==> src/rtl/instr_decode_stage.sv <==
// instr_decode_stage
//   Decode stage for a 16-bit instruction stream. Immediate-class words
//   (bits [15:14] = 2'b11) consume the following word as a 16-bit immediate.
//   Interrupt requests are injected as a pseudo-instruction between whole
//   instructions, never between an opcode word and its immediate.
//
// State table
//   state | meaning
//   S_OPC | expecting an opcode word (or about to inject an interrupt)
//   S_IMM | expecting the immediate word of a latched immediate-class opcode
//   S_INT | emitting the interrupt pseudo-instruction
//
// Ports
//   i_clk         clock, rising edge
//   i_reset       asynchronous reset, active low
//   i_instr       instruction word from fetch, valid every cycle
//   i_flush       taken-branch flush, discards any in-progress decode
//   i_stall       hazard stall, freezes the stage
//   i_intr        interrupt request (level), latched into a pending flag
//   o_valid       decoded outputs carry an instruction this cycle
//   o_opcode      decoded opcode
//   o_rd/rs1/rs2  register fields
//   o_imm         immediate word, zero unless o_has_imm
//   o_has_imm     o_imm is meaningful
//   o_is_int      interrupt pseudo-instruction marker
//   o_fetch_hold  fetch must hold its PC (combinational)
module instr_decode_stage #(
    parameter logic [4:0] OPC_INT = 5'b10111,
    parameter logic [4:0] OPC_NOP = 5'b00000
) (
    input  logic        i_clk,
    input  logic        i_reset,
    input  logic [15:0] i_instr,
    input  logic        i_flush,
    input  logic        i_stall,
    input  logic        i_intr,
    output logic        o_valid,
    output logic [4:0]  o_opcode,
    output logic [2:0]  o_rd,
    output logic [2:0]  o_rs1,
    output logic [2:0]  o_rs2,
    output logic [15:0] o_imm,
    output logic        o_has_imm,
    output logic        o_is_int,
    output logic        o_fetch_hold
);

    typedef enum logic [1:0] {
        S_OPC = 2'd0,
        S_IMM = 2'd1,
        S_INT = 2'd2
    } state_t;

    state_t     state;
    logic       pending;
    logic [4:0] lat_opcode;
    logic [2:0] lat_rd;
    logic [2:0] lat_rs1;
    logic [2:0] lat_rs2;

    logic [4:0] instr_opcode;
    logic       instr_is_imm;
    logic       intr_take;

    assign instr_opcode = i_instr[15:11];
    assign instr_is_imm = (i_instr[15:14] == 2'b11);
    assign intr_take    = pending || i_intr;

    // Flush redirects fetch, so it overrides every hold request.
    assign o_fetch_hold = i_reset && !i_flush &&
                          (i_stall || (state == S_INT) ||
                           ((state == S_OPC) && intr_take));

    always_ff @(posedge i_clk or negedge i_reset) begin
        if (!i_reset) begin
            state      <= S_OPC;
            pending    <= 1'b0;
            lat_opcode <= '0;
            lat_rd     <= '0;
            lat_rs1    <= '0;
            lat_rs2    <= '0;
            o_valid    <= 1'b0;
            o_opcode   <= '0;
            o_rd       <= '0;
            o_rs1      <= '0;
            o_rs2      <= '0;
            o_imm      <= '0;
            o_has_imm  <= 1'b0;
            o_is_int   <= 1'b0;
        end else if (i_stall && !i_flush) begin
            // Frozen, but a request arriving now must not be lost.
            pending <= pending || i_intr;
        end else begin
            // Every non-stalled cycle starts from an empty output slot.
            o_valid   <= 1'b0;
            o_opcode  <= '0;
            o_rd      <= '0;
            o_rs1     <= '0;
            o_rs2     <= '0;
            o_imm     <= '0;
            o_has_imm <= 1'b0;
            o_is_int  <= 1'b0;
            pending   <= pending || i_intr;

            if (i_flush) begin
                state <= S_OPC;
            end else begin
                case (state)
                    S_OPC: begin
                        if (intr_take) begin
                            // Current word is dropped; fetch holds so it is re-presented.
                            state <= S_INT;
                        end else if (instr_is_imm) begin
                            lat_opcode <= instr_opcode;
                            lat_rd     <= i_instr[10:8];
                            lat_rs1    <= i_instr[7:5];
                            lat_rs2    <= i_instr[4:2];
                            state      <= S_IMM;
                        end else if (instr_opcode != OPC_NOP) begin
                            o_valid  <= 1'b1;
                            o_opcode <= instr_opcode;
                            o_rd     <= i_instr[10:8];
                            o_rs1    <= i_instr[7:5];
                            o_rs2    <= i_instr[4:2];
                        end
                    end
                    S_IMM: begin
                        o_valid   <= 1'b1;
                        o_opcode  <= lat_opcode;
                        o_rd      <= lat_rd;
                        o_rs1     <= lat_rs1;
                        o_rs2     <= lat_rs2;
                        o_imm     <= i_instr;
                        o_has_imm <= 1'b1;
                        state     <= S_OPC;
                    end
                    S_INT: begin
                        o_valid  <= 1'b1;
                        o_opcode <= OPC_INT;
                        o_is_int <= 1'b1;
                        pending  <= 1'b0;
                        state    <= S_OPC;
                    end
                    default: state <= S_OPC;
                endcase
            end
        end
    end

endmodule

==> config.mk <==
export PLATFORM = sky130hd
export DESIGN_NAME = instr_decode_stage
export DESIGN_NICKNAME = d
export VERILOG_FILES = /design/src/rtl/instr_decode_stage.sv
export SDC_FILE = /design/constraint.sdc
export NUM_CORES = 1
export LEC_CHECK = 0
export CAP_MARGIN = 10
export CORE_ASPECT_RATIO = 1.25
export CORE_MARGIN = 4
export CORE_UTILIZATION = 40
export DETAILED_ROUTE_END_ITERATION = 12
export PLACE_DENSITY = 0.64
export SLEW_MARGIN = 15
export SYNTH_ARGS = -nofsm -noshare
export SYNTH_HDL_FRONTEND = slang
export SYNTH_SLANG_ARGS = --single-unit
export TNS_END_PERCENT = 1
==> constraint.sdc <==
create_clock -name i_clk -period 3.26 [get_ports i_clk]
set_input_delay 0.652 -clock i_clk [delete_from_list [all_inputs] [get_ports i_clk]]
set_output_delay 0.652 -clock i_clk [all_outputs]
set_load 0.1 [all_outputs]
After elaboration in Yosys (flattened, before gate mapping)
Cells that the tools add are included.
Word-level totals
  register bits: 50
  input port bits: 21
  output and inout port bits: 34
  word-level logic and storage cells: 72
Operators by class
  eq/ne operators: 4
  mux-type cells: 38
  bitwise logic cells: 3
  reduce and logical (&&, ||, !) cells: 13
Operators by type and width (count)
  $mux W3: 12
  $mux W16: 2
  $mux W5: 4
  $pmux W3 S2: 3
  $pmux W5 S3: 1
  $mux W1: 11
  $mux W2: 4
  $reduce_and A5 Y1: 1
  $reduce_bool A5 Y1: 1
  $eq A2 B2 Y1 const B: 2
  $logic_and A1 B1 Y1: 4
  $ne A4 B4 Y1 const B: 1
  $logic_or A1 B1 Y1: 3
  $not A1 Y1: 3
  $eq A2 B1 Y1 const B: 1
  $logic_not A2 Y1: 1
  $pmux W1 S2: 1
  $reduce_and A2 Y1: 1
  $reduce_or A2 Y1: 1
  $logic_not A1 Y1: 1

Longest topological paths before layout
Gate-level depths: netlist of run 1.
  depth in word-level cells: 6
  gate-level depth with buffers: 6
  gate-level depth less buffers: 5

Worst setup path before layout of run 1
Ideal clock, no wire load.
  path type: input to output
  start: input i_stall
  end: output o_fetch_hold
  arrival time: 2.732 ns
  required time: 2.608 ns
  slack: -0.124 ns
  stages: 4
  buffers on the path: 2
  path through: clkbuf_1 clkbuf_1 nor2_1 a21oi_1
On the way
  longest elaborated chain between the ends: 3
RTL lines
  start, declared: line 35  | input logic i_stall,
  $logic_or A1 B1 Y1 (2 in series): line 71  | (i_stall || (state == S_INT) ||
  $logic_and A1 B1 Y1: line 70  | assign o_fetch_hold = i_reset && !i_flush &&
  end, declared: line 45  | output logic o_fetch_hold
Every way passes these cells.

Worst setup path after layout of run 1
  start: input i_flush
  end: output o_fetch_hold
On the way
  longest elaborated chain between the ends: 3
RTL lines
  start, declared: line 34  | input logic i_flush,
  $logic_not A1 Y1: line 70
  $logic_and A1 B1 Y1 (2 in series): line 70
Every way passes these cells.

==> reports/metrics.cfg, run 1 <==
[run_status]
outcome=complete, no violations

[cts]
numClockSinks=50
tritoncts=done
cts.repair.resized=0
htree_num_levels=2
holdBufCountCts=0
clkTransAtPathRegs_ps=90
cts-buffers-inserted=5
cts_root_buf=clkbuf_8
cts_setup_buffers=0
cts_buffer_depth=2
clk_latency_ps=300

[critical_path]
r2r_slack_ps=1180
path_max_fanout=13
startpoint_type=input port
critical_path_arrival_ps=1990
crit_end=o_fetch_hold
end_kind=primary output
reg2reg_to=lat_opcode[1]$_DFFE_PN0P_
required_ps=2610
r2r-start=state[1]$_DFFE_PN0P_
critPathKind=in2out
reg2regPathDepth=5
critPathLaunch=i_flush

[place]
io_buffers=54
dp_hpwl_microns=3710
dpl_cell_area_sq_mm=0.00275
routabilityCongestion=0.784

[synth]
synth_seq_cells=50
synth_nets=205
synth.avg_cell_area_sq_um=12.3
ys_warn_count=0
ys_seq_area_frac=0.566
async_flop_share=1.00
ys_types=36
synth_ff_type=dfrtp_1
synth_edf_count=0
netlist_area_sq_mm=0.00221
synth_cells=180

[floorplan]
die-height_microns=91.1
die_w_microns=74.5
rows=30
core_sq_mm=0.00541
ios=55
die_area_sq_mm=0.00679
start_util=0.409

[grt]
grt_pass1_vias=1650
grt_pass1_wl_microns=8490
grtUsageTotal=0.165
grt.overflow.total=0
antenna_found_initial=0
grt_max_degree=51

[routing]
drc=0
wl_per_cell_microns=17.7
avgViaCountPerCell=5.54
num_vias=1655
drt-total-wl_microns=5290
ant_nets=0
drtIter0Drc=93
firstDrtPassIters=4

[timing]
setup_tns_ps=0
finClkSkew_ps=1.90
worst_pin_slew_ps=983
min_period_ps=2640
drv_slew=0
maxSlewHeadroom=0.341
rsz0062_at_grt=false
hold_violations=0
fin_crit_sh=0.811
fmax_ghz=0.378
setup_viol=0

[flow_run]
drv_cap=0

[finish]
syn_to_final_growth_pct=28.5
stdcell_area_sq_mm=0.00284
n_antenna_cell=0
layout-drive-gt1-share=0.289
nNetsFinal=259

[power_and_ir_drop]
peakVddDrop_mv=0.264
leakagePower_nw=1.41
p_per_area_mw_per_mm2=429

[min_path]
hold_class=reg2reg

-- how the worst min path moves through the flow --
stage / startpoint / endpoint / cells past startpoint
after floorplan: i_reset / lat_opcode[0]$_DFFE_PN0P_ / 0
after global placement: lat_opcode[4]$_DFFE_PN0P_ / lat_opcode[4]$_DFFE_PN0P_ / 1
after detailed placement: lat_opcode[4]$_DFFE_PN0P_ / lat_opcode[4]$_DFFE_PN0P_ / 1
after CTS: lat_opcode[3]$_DFFE_PN0P_ / lat_opcode[3]$_DFFE_PN0P_ / 1
after global routing: lat_opcode[4]$_DFFE_PN0P_ / lat_opcode[4]$_DFFE_PN0P_ / 1
final: lat_opcode[4]$_DFFE_PN0P_ / lat_opcode[4]$_DFFE_PN0P_ / 1
-- cell type report --
| cell class | instances | area, sq um |
|---|---|---|
| Timing Repair Buffer | 60 | 508 |
| Clock inverter | 2 | 12.5 |
| Inverter | 2 | 7.51 |
| Sequential cell | 50 | 1250 |
| Tap cell | 64 | 80.1 |
| Multi-Input combinational cell | 115 | 898 |
| Clock buffer | 6 | 82.6 |
| Fill cell | 510 | 2560 |
-- layout by cell type (no fill, tap or decap), drive strengths merged, types with 6 or more instances in the layout --
master / n
a21oi: 11
a22o: 16
and3b: 6
buf: 41
clkbuf: 6
clkdlybuf4s50: 19
dfrtp: 50
mux2: 12
nand2: 6
nand3: 9
o21ai: 7
o22ai: 9
-- synthesized netlist by cell type, types with 4 or more instances --
cell type | n | area share
nor2_1 | 4 | 0.0068
clkbuf_1 | 8 | 0.014
mux2_2 | 4 | 0.020
ha_1 | 4 | 0.023
a21oi_1 | 11 | 0.025
dfrtp_1 | 50 | 0.57
nand2_1 | 6 | 0.010
a21o_1 | 4 | 0.014
a22o_1 | 16 | 0.063
nand3_1 | 9 | 0.020
mux2_4 | 8 | 0.054
o22ai_1 | 9 | 0.025
o21ai_0 | 7 | 0.016
a22oi_1 | 4 | 0.014
and3b_1 | 6 | 0.024
-- registers in the layout, indices dropped and copies added, names as in the netlist --
| register | flops |
|---|---|
| o_rs1 | 3 |
| lat_rs1 | 3 |
| lat_rs2 | 3 |
| lat_rd | 3 |
| o_valid | 1 |
| o_has_imm | 1 |
| o_rs2 | 3 |
| state | 2 |
| o_rd | 3 |
| lat_opcode | 5 |
| o_opcode | 5 |
| o_imm | 16 |
| pending | 1 |
| o_is_int | 1 |
-- through the flow --
step	setup WS, ps	total power, W	util	hold WS (ps)	instances
floorplan	481	0.000779	-	356	180
global placement	563	0.000859	0.508	459	291
detailed placement	564	0.000860	0.508	461	291
CTS	608	0.00123	0.525	486	299
global route	530	0.00127	0.525	499	299
finish	617	0.00122	0.525	486	299
-- power breakdown --
group,switching (W),internal [W]
clock,0.000202,0.000171
combinational,0.000116,0.0000710
sequential,0.0000151,0.000645
-- critical path: stages --
cell and delay [ps]:
clkdlybuf4s50_1 670, nand2b_1 300, a21oi_2 170, buf_12 190
-- logic make-up after synthesis --
kind of cell               share of synthesized area
DFF                                            0.566
adders and majority gates                     0.0226
buffers and inverters                         0.0306
muxes                                         0.0792
AOI/OAI and AO/OA                              0.186
and+or+nand+nor                                0.116
-- metal layers --
metal	part of all wire	global-route usage	vias up
li1	-	-	777
met1	0.44	0.220	818
met2	0.49	0.257	51
met3	0.052	0.0343	9
met4	0.018	0.0668	0
met5	0	0	-
No activity file was read; power rests on OpenSTA's default activity.
==> run 2: changes to the inputs <==
==> constraint.sdc (replaced) <==
create_clock -name i_clk -period 2.5 [get_ports i_clk]
set_input_delay 0.5 -clock i_clk [delete_from_list [all_inputs] [get_ports i_clk]]
set_output_delay 0.5 -clock i_clk [all_outputs]
set_load 0.1 [all_outputs]
==> run 2 against run 1 <==
Non-clock buffer count grew 5. Critical path depth grew 1. Power grew 31%. Flip-flop and latch count is the same. Register-to-register slack lost 690 ps. Worst setup slack lost 320 ps. Combinational power grew 35%. Hold slack lost 100 ps. Sequential power grew 30%. Wire length grew 1.2%. Critical path type is now reg2out. Critical endpoint unchanged. Largest cell class unchanged. Highest routed layer unchanged.
==> reports/metrics.cfg, run 2 (synthesis results as in run 1) <==
[routing]
firstDrtPassIters=4  ; unchanged
wl_met3_microns=215  ; was 273 microns
drc=0  ; unchanged
wl_per_cell_microns=17.6  ; was 17.7 microns
num_vias=1705  ; was 1655
ant_nets=0  ; unchanged
met1Wirelength_microns=2430  ; was 2330 microns
wl_met2_microns=2620  ; was 2590 microns
drtIter0Drc=91  ; was 93
avgViaCountPerCell=5.61  ; was 5.54
drt-total-wl_microns=5350  ; was 5290 microns
dr.max_layer_used=met4  ; unchanged

[floorplan]
start_util=0.409  ; unchanged
die-height_microns=91.1  ; unchanged
ios=55  ; unchanged
core_sq_mm=0.00541  ; unchanged
die_w_microns=74.5  ; unchanged
rows=30  ; unchanged
die_area_sq_mm=0.00679  ; unchanged

[finish]
final_cell_mix=dfrtp_1, buf_4, clkdlybuf4s50_1  ; unchanged
layout-drive-gt1-share=0.304  ; was 0.289
n_antenna_cell=0  ; unchanged
largest_reg_flops=16  ; unchanged
syn_to_final_growth_pct=30.2  ; was 28.5%
layout_commonest_cell=dfrtp_1  ; unchanged
fillers=506  ; was 510
multi_input_area_sq_um=898  ; unchanged
regArea_sq_mm=0.00125  ; unchanged
nNetsFinal=264  ; was 259
top_register=o_imm  ; unchanged
reg.largest.list=o_imm: 16 flops, lat_opcode: 5 flops, o_opcode: 5 flops  ; unchanged

[timing]
setup_viol=0  ; unchanged
min_period_ps=2200
fin_crit_sh=0.881
rsz0062_at_grt=false  ; unchanged
fin_ws_ps=299  ; was 617 ps
finClkSkew_ps=2.71  ; was 1.90 ps
fmax_ghz=0.454
hold_violations=0  ; unchanged
maxSlewHeadroom=0.502  ; was 0.341
setup_tns_ps=0  ; unchanged
worst_pin_slew_ps=746  ; was 983 ps
drv_slew=0  ; unchanged

[critical_path]
required_ps=2000  ; was 2610 ps
cpPeakStageDelay_ps=430  ; was 670 ps
end_kind=primary output  ; unchanged
cp_top_family=flip-flops  ; was buffers and inverters
critPathKind=reg2out  ; was in2out
startpoint_type=flop  ; was input port
crit_slowest_cell=dfrtp_1  ; was clkdlybuf4s50_1
path_max_fanout=7  ; was 13
cp_num_buf_inv=2  ; unchanged
r2r_slack_ps=490  ; was 1180 ps
cp_cell_sequence=inv_1, ha_1, nor2_1, a21oi_2, buf_12  ; was clkdlybuf4s50_1, nand2b_1, a21oi_2, buf_12
critical_path_arrival_ps=1700  ; was 1990 ps

[power_and_ir_drop]
p_per_area_mw_per_mm2=554  ; was 429 mW/mm^2
peakVddDrop_mv=0.261  ; was 0.264 mV
leakagePower_nw=1.43  ; was 1.41 nW

[cts]
numClockSinks=50  ; unchanged
cts_setup_buffers=0  ; unchanged
cts_root_buf=clkbuf_8  ; unchanged
cts.repair.resized=0  ; unchanged
clk_latency_ps=290  ; was 300 ps
cts_buffer_depth=2  ; unchanged
tritoncts=done  ; unchanged
clkTransAtPathRegs_ps=90  ; about the same
holdBufCountCts=0  ; unchanged
cts-buffers-inserted=5  ; unchanged
htree_num_levels=2  ; unchanged

[grt]
grt_pass1_vias=1684  ; was 1650
antenna_found_initial=0  ; unchanged
grtUsageTotal=0.164  ; was 0.165
grt_max_degree=51  ; unchanged
grt_pass1_wl_microns=8620  ; was 8490 microns
grt.overflow.total=0  ; unchanged

[run_status]
outcome=complete, no violations  ; unchanged

[place]
io_buffers=54  ; unchanged
dp_hpwl_microns=3660  ; was 3710 microns
dpl_worst_slack_ps=327  ; was 564 ps
routabilityCongestion=0.779  ; was 0.784

[flow_run]
drv_cap=0  ; unchanged

[min_path]
hold_class=in2async  ; was reg2reg

[run 2: cell count changes in the layout (fill, tap and decap cells not counted)]
cell and change:
buf_4 +5
[run 2: cell type report]
type,instances,area share
repair buffers,65,0.190
multi-input cells,115,0.312
clock buffers,6,0.0287
well taps,64,0.0278
inverters,2,0.00261
clock inverters,2,0.00435
flip-flops and latches,50,0.435
[run 2: through the flow]
| step | hold WS [ps] | std cells | area [sq um] | util | power, W |
|---|---|---|---|---|---|
| 2_1_floorplan | 204 | 180 | 2210 | - | 0.00102 |
| 3_3_place_gp | 453 | 296 | 2780 | 0.515 | 0.00113 |
| 3_5_place_dp | 459 | 296 | 2780 | 0.515 | 0.00113 |
| 4_1_cts | 409 | 304 | 2880 | 0.532 | 0.00162 |
| 6_report | 382 | 304 | 2880 | 0.532 | 0.00160 |
| 5_1_grt | 436 | 304 | 2880 | 0.532 | 0.00167 |
[run 2: path summary, 6_finish.rpt]
kind                            cells past startpoint                        end                 startpoint
worst max-delay path                                5               o_fetch_hold       state[0]$_DFFE_PN0P_
worst min-delay path                                2       o_imm[6]$_DFFE_PN0N_                    i_reset
worst max register to register                      4       o_imm[1]$_DFFE_PN0N_       state[1]$_DFFE_PN0P_
worst min register to register                      1  lat_opcode[3]$_DFFE_PN0P_  lat_opcode[3]$_DFFE_PN0P_
max in group asynchronous                           2       state[1]$_DFFE_PN0P_                    i_reset
min in group i_clk                                  1  lat_opcode[3]$_DFFE_PN0P_  lat_opcode[3]$_DFFE_PN0P_
[run 2: power breakdown]
part / leakage [nW] / internal, W / switching [W]
clock network: 0.0472 / 0.000223 / 0.000262
registers: 0.686 / 0.000841 / 0.0000183
logic: 0.696 / 0.0000983 / 0.000154
[run 2: worst register-to-register path: cells and delay by family (launching register included)]
family                     cells  cell delay [ps]
and+or+nand+nor                1              700
adders and majority gates      1              500
DFF                            1              410
AOI/OAI and AO/OA              1              230
buffers and inverters          1              110
[run 2: layer usage]
| metal | vias to the layer above | track usage |
|---|---|---|
| li1 | 792 | - |
| met1 | 857 | 0.232 |
| met2 | 47 | 0.249 |
| met3 | 9 | 0.0288 |
| met4 | 0 | 0.0564 |
| met5 | - | 0 |
==> run 3: changes to the inputs <==
--- a/config.mk
+++ b/config.mk
@@ -5,7 +5,7 @@
 export SDC_FILE = /design/constraint.sdc
 export NUM_CORES = 1
 export LEC_CHECK = 0
-export CAP_MARGIN = 10
+export CAP_MARGIN = 0
 export CORE_ASPECT_RATIO = 1.25
 export CORE_MARGIN = 4
 export CORE_UTILIZATION = 40
==> constraint.sdc (replaced) <==
create_clock -name i_clk -period 2.6 [get_ports i_clk]
set_input_delay 0.52 -clock i_clk [delete_from_list [all_inputs] [get_ports i_clk]]
set_output_delay 0.52 -clock i_clk [all_outputs]
set_load 0.1 [all_outputs]
==> run 3 against run 2 <==
Die area unchanged. Cell area decreased by 0.65%. First-iteration DRC count is 26% lower. Critical path depth fell by 1. Hold slack worse by 27 ps. Clock power shrank 13%. Worst setup slack gained 17 ps. Sequential share of layout area rose by 0.29 points. Largest cell class unchanged. Final cell count is 0.33% lower. Register-to-register slack better by 150 ps. Clock skew is 4.8 ps higher.
==> reports/metrics.cfg, run 3 (synthesis results as in run 1) <==
[grt]
antenna_found_initial=0  ; unchanged
grtUsageMet1=0.235  ; was 0.232
grtUsageMet2=0.241  ; was 0.249
grt.overflow.total=0  ; unchanged
busiest_layer=met2  ; unchanged
grt_max_degree=51  ; unchanged
grtUsageTotal=0.160  ; was 0.164
grt_pass1_wl_microns=8420  ; was 8620 microns
grt_util_met3=0.0321  ; was 0.0288
grt_pass1_vias=1594  ; was 1684

[critical_path]
reg2reg_to=o_imm[12]$_DFFE_PN0N_  ; was o_imm[1]$_DFFE_PN0N_
cpPeakStageDelay_ps=560  ; was 430 ps
critPathKind=in2out  ; was reg2out
worstSetupPathDepth=4  ; was 5
cp_top_family=buffers and inverters  ; was flip-flops
crit_end=o_fetch_hold  ; unchanged
startpoint_type=input port  ; was flop
cp_num_buf_inv=2  ; unchanged
path_max_fanout=9  ; was 7
end_kind=primary output  ; unchanged
critical_path_arrival_ps=1760  ; was 1700 ps
reg2regPathDepth=4  ; unchanged
required_ps=2080  ; was 2000 ps
cp_cell_sequence=clkdlybuf4s50_1, nand2b_1, a21oi_2, buf_12  ; was inv_1, ha_1, nor2_1, a21oi_2, buf_12
critPathLaunch=i_flush  ; was state[0]$_DFFE_PN0P_
r2r-start=state[1]$_DFFE_PN0P_  ; unchanged
crit_slowest_cell=clkdlybuf4s50_1  ; was dfrtp_1
r2r_slack_ps=640  ; was 490 ps

[routing]
ant_nets=0  ; unchanged
avgViaCountPerCell=5.44  ; was 5.61
drt-total-wl_microns=5220  ; was 5350 microns
drtIter0Drc=67  ; was 91
drc=0  ; unchanged
wl_per_cell_microns=17.2  ; was 17.6 microns
firstDrtPassIters=4  ; unchanged
num_vias=1648  ; was 1705

[floorplan]
core_sq_mm=0.00541  ; unchanged
rows=30  ; unchanged
die-height_microns=91.1  ; unchanged
ios=55  ; unchanged
start_util=0.409  ; unchanged
die_area_sq_mm=0.00679  ; unchanged
die_w_microns=74.5  ; unchanged

[min_path]
hold_class=in2async  ; unchanged

[timing]
setup_viol=0  ; unchanged
setup_tns_ps=0  ; unchanged
fin_ws_ps=316  ; was 299 ps
fmax_ghz=0.438
hold_violations=0  ; unchanged
maxSlewHeadroom=0.547  ; was 0.502
drv_slew=0  ; unchanged
worst_pin_slew_ps=679  ; was 746 ps
finClkSkew_ps=7.48  ; was 2.71 ps
fin_crit_sh=0.879
min_period_ps=2280
rsz0062_at_grt=false  ; unchanged

[cts]
tritoncts=done  ; unchanged
holdBufCountCts=0  ; unchanged
cts.repair.resized=0  ; unchanged
cts_setup_buffers=0  ; unchanged
numClockSinks=50  ; unchanged
clkTransAtPathRegs_ps=80  ; was 90 ps
cts_root_buf=clkbuf_8  ; unchanged
cts-buffers-inserted=5  ; unchanged
htree_num_levels=2  ; unchanged
cts_buffer_depth=2  ; unchanged
clk_latency_ps=300  ; was 290 ps

[power_and_ir_drop]
peakVddDrop_mv=0.277  ; was 0.261 mV
p_per_area_mw_per_mm2=520  ; was 554 mW/mm^2
leakagePower_nw=1.42  ; was 1.43 nW

[finish]
layout_commonest_cell=dfrtp_1  ; unchanged
final_cell_mix=dfrtp_1, buf_4, clkdlybuf4s50_1  ; unchanged
top_register=o_imm  ; unchanged
regArea_sq_mm=0.00125  ; unchanged
layout-drive-gt1-share=0.293  ; was 0.304
nNetsFinal=264  ; unchanged
n_antenna_cell=0  ; unchanged
stdcell_area_sq_mm=0.00286  ; was 0.00288 sq mm
reg.largest.list=o_imm: 16 flops, lat_opcode: 5 flops, o_opcode: 5 flops  ; unchanged
syn_to_final_growth_pct=29.3  ; was 30.2%
largest_reg_flops=16  ; unchanged
fillers=502  ; was 506
stdcell_count=303  ; was 304
multi_input_area_sq_um=898  ; unchanged

[place]
dpl_cell_area_sq_mm=0.00278  ; unchanged
dp_hpwl_microns=3690  ; was 3660 microns
dpl_worst_slack_ps=253  ; was 327 ps
place_inst=296  ; unchanged
io_buffers=54  ; unchanged
routabilityCongestion=0.809  ; was 0.779

[flow_run]
drv_cap=0  ; unchanged

[run_status]
outcome=complete, no violations  ; unchanged

==> run 3: cell types whose count changed in the layout (fill, tap and decap cells not counted), sizes merged <==
| cell | change |
|---|---|
| clkinv | -1 |
| clkbuf | +1 |
| clkinvlp | -1 |
==> run 3: how the worst min path moves through the flow <==
stage,cells past startpoint,to
after global placement,1,lat_opcode[4]$_DFFE_PN0P_
after detailed placement,1,lat_opcode[3]$_DFFE_PN0P_
final,2,o_imm[7]$_DFFE_PN0N_
after floorplan,0,lat_opcode[0]$_DFFE_PN0P_
after global routing,2,o_has_imm$_DFFE_PN0N_
after CTS,2,state[1]$_DFFE_PN0P_
==> run 3: routing by layer <==
metal,vias up,wire length [microns]
met1,810,2380
met5,-,0
met2,39,2540
met4,0,40
met3,4,266
li1,795,-
==> run 3: area by class of cell <==
type,count,share of cell area
Tap cell,64,0.0280
Timing Repair Buffer,65,0.191
Multi-Input combinational cell,115,0.314
Inverter,2,0.00263
Sequential cell,50,0.438
Clock buffer,7,0.0267
==> run 3: metrics by stage <==
stage	util	hold slack, ps	power, W
after floorplan	-	224	0.000977
after CTS	0.529	388	0.00150
after detailed placement	0.515	455	0.00108
after global placement	0.515	450	0.00108
after global routing	0.529	411	0.00154
final	0.529	354	0.00149
==> run 3: report_power, final <==
part | switching [W] | internal [W] | total (W)
registers | 0.0000181 | 0.000808 | 0.000826
clock network | 0.000234 | 0.000186 | 0.000420
logic | 0.000145 | 0.0000947 | 0.000240
total | 0.000397 | 0.00109 | 0.00149
